**config.mk**
```make
export PLATFORM = sky130hd
export DESIGN_NAME = pipe_ctrl_n_flat
export DESIGN_NICKNAME = d
export VERILOG_FILES = /design/src/rtl/pipe_ctrl_pkg.sv /design/src/rtl/pipe_ctrl_n_if.sv /design/src/rtl/pipe_ctrl_n_prio_arb.sv /design/src/rtl/pipe_ctrl_n.sv /design/src/flat_wrapper.sv
export SDC_FILE = /design/constraint.sdc
export NUM_CORES = 1
export LEC_CHECK = 0
export BUFFER_PORTS_ARGS = -buffer_cell sky130_fd_sc_hd__buf_2
export CAP_MARGIN = 15
export CORE_ASPECT_RATIO = 1.5
export CORE_MARGIN = 3
export CORE_UTILIZATION = 56
export DETAILED_ROUTE_END_ITERATION = 12
export MAX_ROUTING_LAYER = met4
export PLACE_DENSITY_LB_ADDON = 0.3
export SETUP_SLACK_MARGIN = 0.02
export SLEW_MARGIN = 20
export SYNTH_ARGS = -nofsm -noshare
export SYNTH_HDL_FRONTEND = slang
export SYNTH_SLANG_ARGS = --single-unit
```
**constraint.sdc**
```tcl
create_clock -name clk -period 3.5 [get_ports clk]
set_input_delay 0 -clock clk [delete_from_list [all_inputs] [get_ports clk]]
set_output_delay 0 -clock clk [all_outputs]
set_load 0.05 [all_outputs]
```
**src/rtl/pipe_ctrl_pkg.sv**
```systemverilog
// Shared constants for the pipeline stall/flush controller.
// Covers the default stage count, stage indices and the fetch-drop FSM encoding.
package pipe_ctrl_pkg;
  localparam int NSTG_DEF     = 6;
  localparam int CNT_W_DEF    = 32;
  localparam int HANG_CYC_DEF = 1024;

  // Stage indices for the default 6-stage arrangement; WB is always the oldest.
  localparam int STG_PC  = 0;
  localparam int STG_IF  = 1;
  localparam int STG_ID  = 2;
  localparam int STG_EX  = 3;
  localparam int STG_MEM = 4;
  localparam int STG_WB  = NSTG_DEF - 1;

  typedef enum logic {
    IDLE = 1'b0,
    DROP = 1'b1
  } fetch_st_e;
endpackage

```
**src/rtl/pipe_ctrl_n_if.sv**
```systemverilog
// Control bundle between the pipeline, the exception unit and the stall/flush controller.
// The slave modport is the controller itself.
interface pipe_ctrl_n_if
  import pipe_ctrl_pkg::*;
#(
  parameter int NSTG  = NSTG_DEF,
  parameter int CNT_W = CNT_W_DEF
);
  logic [NSTG-1:0]  stallreq_i;
  logic [NSTG-1:0]  redir_req_i;
  logic [NSTG-1:0]  redir_ack_o;
  logic             excp_flush_i;
  logic             if_busy_i;
  logic [NSTG-1:0]  stall_o;
  logic [NSTG-2:0]  flush_o;
  logic             drop_o;
  logic [CNT_W-1:0] stall_cnt_o;
  logic             hang_o;
  logic             hang_clr_i;

  modport master (
    output stallreq_i, redir_req_i, excp_flush_i, if_busy_i, hang_clr_i,
    input  redir_ack_o, stall_o, flush_o, drop_o, stall_cnt_o, hang_o
  );

  modport slave (
    input  stallreq_i, redir_req_i, excp_flush_i, if_busy_i, hang_clr_i,
    output redir_ack_o, stall_o, flush_o, drop_o, stall_cnt_o, hang_o
  );
endinterface

```
**src/rtl/pipe_ctrl_n_prio_arb.sv**
```systemverilog
// Highest-index-wins one-hot arbiter.
// mask[i] is set when any request at index >= i is present.
module pipe_prio_arb #(
  parameter int N = 6
) (
  input  logic [N-1:0] req,
  output logic [N-1:0] gnt,
  output logic [N-1:0] mask
);
  always_comb begin
    gnt       = '0;
    mask      = '0;
    gnt[N-1]  = req[N-1];
    mask[N-1] = req[N-1];
    for (int i = N - 2; i >= 0; i--) begin
      gnt[i]  = req[i] & ~mask[i+1];
      mask[i] = req[i] | mask[i+1];
    end
  end
endmodule

```
**src/rtl/pipe_ctrl_n.sv**
```systemverilog
// Generic pipeline stall/flush controller: stall mask, oldest-wins redirect,
// fetch-drop FSM, saturating stall counter and stall-hang watchdog.
module pipe_ctrl_n
  import pipe_ctrl_pkg::*;
#(
  parameter int NSTG     = NSTG_DEF,
  parameter int CNT_W    = CNT_W_DEF,
  parameter int HANG_CYC = HANG_CYC_DEF
) (
  input logic          clk,
  input logic          rst,
  pipe_ctrl_n_if.slave bus
);
  localparam int              WD_W   = $clog2(HANG_CYC);
  localparam logic [WD_W-1:0] WD_MAX = WD_W'(HANG_CYC - 1);

  logic [NSTG-1:0]  stall;
  logic [NSTG-1:0]  elig;
  logic [NSTG-1:0]  grant;
  logic [NSTG-1:0]  emask;
  logic [NSTG-1:0]  ack;
  logic [NSTG-2:0]  flush;
  logic             redir_hit;
  logic             drop;
  fetch_st_e        st;
  logic [CNT_W-1:0] stall_cnt;
  logic [WD_W-1:0]  wd_cnt;
  logic             hang;

  always_comb begin
    stall         = '0;
    stall[NSTG-1] = bus.stallreq_i[NSTG-1];
    for (int j = NSTG - 2; j >= 0; j--)
      stall[j] = bus.stallreq_i[j] | stall[j+1];
  end

  // A request is blocked by any stall raised strictly older than itself.
  assign elig = bus.redir_req_i & ~{1'b0, stall[NSTG-1:1]};

  pipe_prio_arb #(.N(NSTG)) u_redir_arb (
    .req  (elig),
    .gnt  (grant),
    .mask (emask)
  );

  assign ack       = bus.excp_flush_i ? '0 : grant;
  assign redir_hit = emask[0] & ~bus.excp_flush_i;

  // Reset masks the drop state so no drop cycle leaks out while rst is high.
  assign drop = (st == DROP) & ~rst;

  // emask[j+1] is set exactly when the winner sits above boundary j.
  always_comb begin
    flush    = bus.excp_flush_i ? '1 : emask[NSTG-1:1];
    flush[0] = flush[0] | drop;
  end

  always_ff @(posedge clk) begin
    if (rst) st <= IDLE;
    else begin
      case (st)
        IDLE:    if ((redir_hit || bus.excp_flush_i) && bus.if_busy_i) st <= DROP;
        DROP:    if (!bus.if_busy_i) st <= IDLE;
        default: st <= IDLE;
      endcase
    end
  end

  always_ff @(posedge clk) begin
    if (rst) stall_cnt <= '0;
    else if (stall[0] && stall_cnt != '1) stall_cnt <= stall_cnt + CNT_W'(1);
  end

  always_ff @(posedge clk) begin
    if (rst || bus.hang_clr_i) begin
      wd_cnt <= '0;
      hang   <= 1'b0;
    end else if (|stall) begin
      if (wd_cnt == WD_MAX) hang <= 1'b1;
      else wd_cnt <= wd_cnt + WD_W'(1);
    end else begin
      wd_cnt <= '0;
    end
  end

  assign bus.stall_o     = stall;
  assign bus.redir_ack_o = ack;
  assign bus.flush_o     = flush;
  assign bus.drop_o      = drop;
  assign bus.stall_cnt_o = stall_cnt;
  assign bus.hang_o      = hang;
endmodule

```
**src/flat_wrapper.sv**
```systemverilog
// flat-port wrapper written by rule: the top's interface ports become plain ports
module pipe_ctrl_n_flat import pipe_ctrl_pkg::*;
#(
  parameter int NSTG     = NSTG_DEF,
  parameter int CNT_W    = CNT_W_DEF,
  parameter int HANG_CYC = HANG_CYC_DEF
)
  (clk, rst, bus_stallreq_i, bus_redir_req_i, bus_excp_flush_i, bus_if_busy_i, bus_hang_clr_i, bus_redir_ack_o, bus_stall_o, bus_flush_o, bus_drop_o, bus_stall_cnt_o, bus_hang_o);
  pipe_ctrl_n_if #(.NSTG(NSTG), .CNT_W(CNT_W)) bus_i ();
  input logic clk;
  input logic rst;
  input wire logic [$bits(bus_i.stallreq_i)-1:0] bus_stallreq_i;
  input wire logic [$bits(bus_i.redir_req_i)-1:0] bus_redir_req_i;
  input wire logic [$bits(bus_i.excp_flush_i)-1:0] bus_excp_flush_i;
  input wire logic [$bits(bus_i.if_busy_i)-1:0] bus_if_busy_i;
  input wire logic [$bits(bus_i.hang_clr_i)-1:0] bus_hang_clr_i;
  output wire logic [$bits(bus_i.redir_ack_o)-1:0] bus_redir_ack_o;
  output wire logic [$bits(bus_i.stall_o)-1:0] bus_stall_o;
  output wire logic [$bits(bus_i.flush_o)-1:0] bus_flush_o;
  output wire logic [$bits(bus_i.drop_o)-1:0] bus_drop_o;
  output wire logic [$bits(bus_i.stall_cnt_o)-1:0] bus_stall_cnt_o;
  output wire logic [$bits(bus_i.hang_o)-1:0] bus_hang_o;
  assign bus_i.stallreq_i = bus_stallreq_i;
  assign bus_i.redir_req_i = bus_redir_req_i;
  assign bus_i.excp_flush_i = bus_excp_flush_i;
  assign bus_i.if_busy_i = bus_if_busy_i;
  assign bus_i.hang_clr_i = bus_hang_clr_i;
  assign bus_redir_ack_o = bus_i.redir_ack_o;
  assign bus_stall_o = bus_i.stall_o;
  assign bus_flush_o = bus_i.flush_o;
  assign bus_drop_o = bus_i.drop_o;
  assign bus_stall_cnt_o = bus_i.stall_cnt_o;
  assign bus_hang_o = bus_i.hang_o;
  pipe_ctrl_n #(.NSTG(NSTG), .CNT_W(CNT_W), .HANG_CYC(HANG_CYC)) u_core (.clk(clk), .rst(rst), .bus(bus_i));
endmodule
```
### Word level (Yosys, flattened, before mapping)

Cells that the tools add are included.
Widths: inputs -> output; s select.

* bits in latches: 0
* bits in writable memories: 0
* word-level logic and storage cells: 49
* input port bits: 17
* memory bits (read-only): 0
* register bits: 44
* output and inout port bits: 51
* memories: 0

* $lt $le $gt $ge: 0
* bitwise gates (word level): 29
* $add $sub $neg: 2
* muxes and demuxes: 5
* reductions and logical operators: 7
* multiply operators: 0
* shift-type cells: 0
* eq/ne operators: 2
* divide/modulo/power cells: 0

Operators with widths (number)
* $add 32x1->32 const B: 1
* $ne 32x32->1 const B: 1
* $or 1x1->1: 11
* $add 10x1->10 const B: 1
* $eq 10x10->1 const B: 1
* $not 1->1: 9
* $and 1x1->1: 7
* $and 6x6->6: 1
* $mux 6: 1
* $not 5->6: 1
* $reduce_or 6->1: 1
* $mux 5: 1
* $logic_and 1x1->1: 2
* $logic_or 1x1->1: 2
* $mux 1: 2
* $pmux 1 s2: 1
* $reduce_and 2->1: 1
* $reduce_or 2->1: 1

### Logic depth before layout (Yosys ltp)

* word-level depth: 16
* mapped depth: 9

### Cells and area by module

Synthesis repeated with hierarchy kept, for this count alone.

* cells, all modules: 295
* area, all modules: 2386.0 um^2

By module, submodules not included
* pipe_ctrl_n: area each 2284.7 um^2, cells an instance 280, times used 1
* pipe_prio_arb: area each 101.3 um^2, cells an instance 15, times used 1

### Worst setup path before layout

OpenSTA, ideal clock, no wires.

* path kind: input-to-output
* from: in bus_excp_flush_i
* to: out bus_redir_ack_o[1]
* buffers on the path: 0
* data arrival time: 2.522 ns
* slack: 0.978 ns
* cell stages on the path: 3
* required time: 3.500 ns
* cell sequence: nor2_1 -> o21ai_0 -> nor4_1

* cells in the longest elaborated chain, start to end: 1

Ends and longest elaborated chain
* start: declaration: RTL line flat_wrapper.sv:14 `input wire logic [$bits(bus_i.excp_flush_i)-1:0] bus_excp_flush_i;`
* $mux 6: RTL line pipe_ctrl_n.sv:46 `assign ack = bus.excp_flush_i ? '0 : grant;`
* end: declaration: RTL line flat_wrapper.sv:17 `output wire logic [$bits(bus_i.redir_ack_o)-1:0] bus_redir_ack_o;`

No other way between the ends.

### Worst setup path after layout

* from: reg u_core.stall_cnt[17], in the netlist u_core.bus.stall_cnt_o[17]
* to: reg u_core.stall_cnt[6], in the netlist u_core.bus.stall_cnt_o[6]

* cells in the longest elaborated chain, start to end: 2

Ends and longest elaborated chain
* start: declaration: RTL line pipe_ctrl_n.sv:26 `logic [CNT_W-1:0] stall_cnt;`
* start signal: assignment: RTL line pipe_ctrl_n.sv:71 `else if (stall[0] && stall_cnt != '1) stall_cnt <= stall_cnt + CNT_W'(1);`
* $ne 32x32->1: RTL line pipe_ctrl_n.sv:71
* $logic_and 1x1->1: RTL line pipe_ctrl_n.sv:71

No other way between the ends.
A chain may end at the register's enable or synchronous reset.

==> reports/summary.md <==
Clock tree synthesis inserted a total of 5 buffers. The number of global-route vias before repair is 2260, and the routed length per instance is 14.56 microns. Counting every sink on the clock net gives 44. Of the total synthesized cell area, the portion taken by full adders, half adders and majority gates is 1.040%. In this run the cell area of the synthesized design comes to 2406 sq um. The total setup buffers inserted after CTS is 0, and the DRC violation total after the first TritonRoute iteration is 83. At the pin with the least slew margin, the transition time is 0.7287 ns.

The first global-routing pass estimated 9708 microns of wire. The pre-antenna-repair detailed-routing pass consisted of 4 iterations. The initial antenna violation count was 0.

The final worst clock skew was 0.005453 ns; the hold buffer count at CTS was 2. Summing all non-filler instances in the final layout gives an area of 2833 sq um. Setup violations remaining at the end of the flow were counted as 0. The biggest area contributor in the post-synthesis netlist is sky130_fd_sc_hd__dfxtp_1. After synthesis, the mean cell area works out to 8.184 sq um.

For this run, the leading register cell type out of synthesis is sky130_fd_sc_hd__dfxtp_1. At the end of routability-driven placement, the weighted congestion stood at 0.8447. The category of the most critical setup path was reg2reg. By area, the combinational part of the netlist is dominated by simple AND/OR/NAND/NOR gates. The synthesized flop and latch total is 44. Of the post-synthesis cell area, the part taken by muxes is 1.872%. Sequential cells were found to cover 36.61% of the synthesized design area. During placement, the flow inserted port buffers numbering 67. Summed over all nets, wire length on met2 after detailed routing comes to 3085 microns. In the post-synthesis netlist, the cell with the most instances is sky130_fd_sc_hd__dfxtp_1. Clock latency on the worst-skew pair, taken at its later pin, is 0.30 ns. The analysis attributes to cell leakage a power of 0.001047 uW.

The number of nets in the synthesized netlist is 313. TritonCTS built the clock tree. The synthesized netlist devotes 15.81% of its cell area to compound gates. After legalization and detailed placement, the total HPWL measured 4227 microns.

The detailed-route via count came out at 2385. For the number of H-tree levels, the log shows 2. Number of instances in the synthesized netlist: 294. The final wirelength was 5810 microns; the remaining antenna violation count was 0. Compared with the post-synthesis result, the final layout area differs by 17.73%. The highest routed metal layer is met4. After layout, the design draws a total of 986.3 uW. Pin placement for this block handled 68 I/O pins. Entering global routing, the biggest net connects 41 pins. Number of maximum-capacitance violations: 0. The worst pin sits at a relative slew slack of 51.42%. After filler insertion, the fill cell instance count of the layout stands at 356. Wire segments on met3 add up to 254 microns in the final route. Data arrives at the worst endpoint at 2.55 ns. Category of the worst setup path launch point: a register.

The tools report the number of gates given a new drive strength after cts as 0. The floorplan step set the die width to 59.52 microns. The wire length on met1 is 2347 microns, and the part of the cycle the worst path needs is 68.50%.

Setup repair after global routing left no endpoint under its margin. Number of enable-type register cells in the synthesized netlist: 0. The cell row count came out at 28.

The maximum VDD drop was 0.2947 mV; the largest stage delay on the critical path was 0.66 ns. The count of antenna diodes in the layout was 0; the vias per cell was 5.977. Category of the worst setup path capture point: a register.

For this run, the top clock speed supported by timing is 417.1 MHz. The xor-xnor portion of the synthesized cell area works out to 4.004%. The run finished with clean final reports. The core occupancy in the finished layout is 70.31%, and the die footprint is 5135 sq um. For the number of unique standard cell types used by synthesis, the log shows 43. STA puts the critical path data required time at 3.65 ns.

For this run, the number of Yosys warnings is 0. Together, buffers and inverters on the worst path number 0. For the final routed database, the setup TNS stands at 0 ns.

The clock passes through at most 2 buffers. Along the worst path, the maximum fanout reaches 18. The share of synthesized flip-flops with an asynchronous set or reset was 0%. The run gives 0.1480 ns as the worst hold slack.

The worst hold path belongs to the class in2reg. Broken down by cell family, the worst path's largest delay share belongs to simple AND/OR/NAND/NOR gates. For the final count of hold timing violations, the log shows 0. The critical path goes through nand4_4, nor4_2, and4_1, or4_1, a21oi_1. Starting density of the core: 59.72%. After floorplanning, the core was sized to cover 4029 sq um.

Global routing finished with a remaining overflow of 0. The number of nets in the layout was 372. The power per cell area is 348.2 nW/um^2, and the portion of synthesized cell area occupied by the leading cell type is 36.61%. The DRC violations left is 0. The run gives 24.50% as the aggregate global-route resource usage. In the synthesized netlist, the cells that appear most often are sky130_fd_sc_hd__dfxtp_1 (44), sky130_fd_sc_hd__nor2_1 (30), sky130_fd_sc_hd__a21oi_1 (26).

After clock tree synthesis, the clock-pin slew on the worst setup and hold paths is 0.08 ns. Measured along the y axis, the die boundary spans 86.28 microns. Counting I/O delays and the setup requirement, the final critical path takes 2.398 ns. For the area after detailed placement, the log shows 2705 sq um. After synthesis, the cell types taking the most area are sky130_fd_sc_hd__dfxtp_1 (37%), sky130_fd_sc_hd__a21oi_1 (5.4%), sky130_fd_sc_hd__nor2_1 (4.7%). The tree is rooted in a sky130_fd_sc_hd__clkbuf_8.

The max-slew violation total from the final report came out at 0. In the final layout, the share of cells above drive strength 1 is 25.14%. Among all stages on the critical path, the largest delay is contributed by sky130_fd_sc_hd__nor4_2. After Yosys synthesis, and, or, nand and nor cells account for 34.79% of the synthesized area.
-- area by class of cell --
class | count | area [sq um] | share of cell area [%]
multi-input cells | 221 | 1384 | 48.85
flip-flops and latches | 44 | 880.8 | 31.10
repair buffers | 70 | 362.8 | 12.81
clock buffers | 6 | 72.57 | 2.562
well taps | 45 | 56.30 | 1.988
inverters | 11 | 41.29 | 1.458
clock inverters | 2 | 35.03 | 1.237
-- final timing paths --
check / slack [ns] / to / cells after the start / start
worst max-delay path: 1.10 / u_core.bus.stall_cnt_o[6] / 5 / u_core.bus.stall_cnt_o[17]
worst min-delay path: 0.15 / u_core.st / 4 / bus_redir_req_i[0]
worst max register to register: 1.10 / u_core.bus.stall_cnt_o[6] / 5 / u_core.bus.stall_cnt_o[17]
worst min register to register: 0.50 / u_core.wd_cnt[1] / 2 / u_core.wd_cnt[1]
-- cells by family after synthesis --
logic type | Yosys count
and+or+nand+nor | 145
xor gates and xnor gates | 11
DFF | 44
AOI/OAI and AO/OA | 59
adders and majority gates | 2
buffers and inverters | 29
muxes | 4
-- worst min-delay path, cell delays in order --
cell and delay (ns):
sky130_fd_sc_hd__buf_2 0.10, sky130_fd_sc_hd__nand2_1 0.06, sky130_fd_sc_hd__nor3b_1 0.18, sky130_fd_sc_hd__nor3b_1 0.06
-- state kept, by name, indices dropped and copies added, names as in the netlist --
signal,cells
u_core.bus.hang_o,1
u_core.bus.stall_cnt_o,32
u_core.st,1
u_core.wd_cnt,10
-- power breakdown --
group / switching (uW) / internal (uW) / total, uW
registers: 5.83 / 505 / 511
clock network: 174 / 212 / 386
logic: 64.6 / 25.3 / 89.9
total: 244 / 742 / 986
-- cells in the final DEF, fill, tap and decap left out, types with 8 or more instances in the layout --
cell,n
sky130_fd_sc_hd__a21oi_1,26
sky130_fd_sc_hd__buf_2,67
sky130_fd_sc_hd__dfxtp_1,44
sky130_fd_sc_hd__inv_1,10
sky130_fd_sc_hd__nand2_1,20
sky130_fd_sc_hd__nand3_1,15
sky130_fd_sc_hd__nand4_1,9
sky130_fd_sc_hd__nor2_1,30
sky130_fd_sc_hd__o31ai_1,15
sky130_fd_sc_hd__or3_1,8
sky130_fd_sc_hd__or4_1,15
sky130_fd_sc_hd__xnor2_1,9
-- per-layer routing --
| metal | track usage [%] | up-vias |
|---|---|---|
| li1 | - | 1210 |
| met1 | 26.09 | 1107 |
| met2 | 42.89 | 58 |
| met3 | 4.769 | 10 |
| met4 | 10.48 | 0 |
| met5 | - | - |
-- per-stage QoR --
| step | setup WS (ns) | instances |
|---|---|---|
| after floorplan | 0.9777 | 294 |
| after global placement | 1.070 | 389 |
| after detailed placement | 0.9472 | 389 |
| after CTS | 1.112 | 399 |
| after global routing | 0.9371 | 399 |
| final | 1.102 | 399 |
Note: power is estimated with default switching activity, not from simulation.
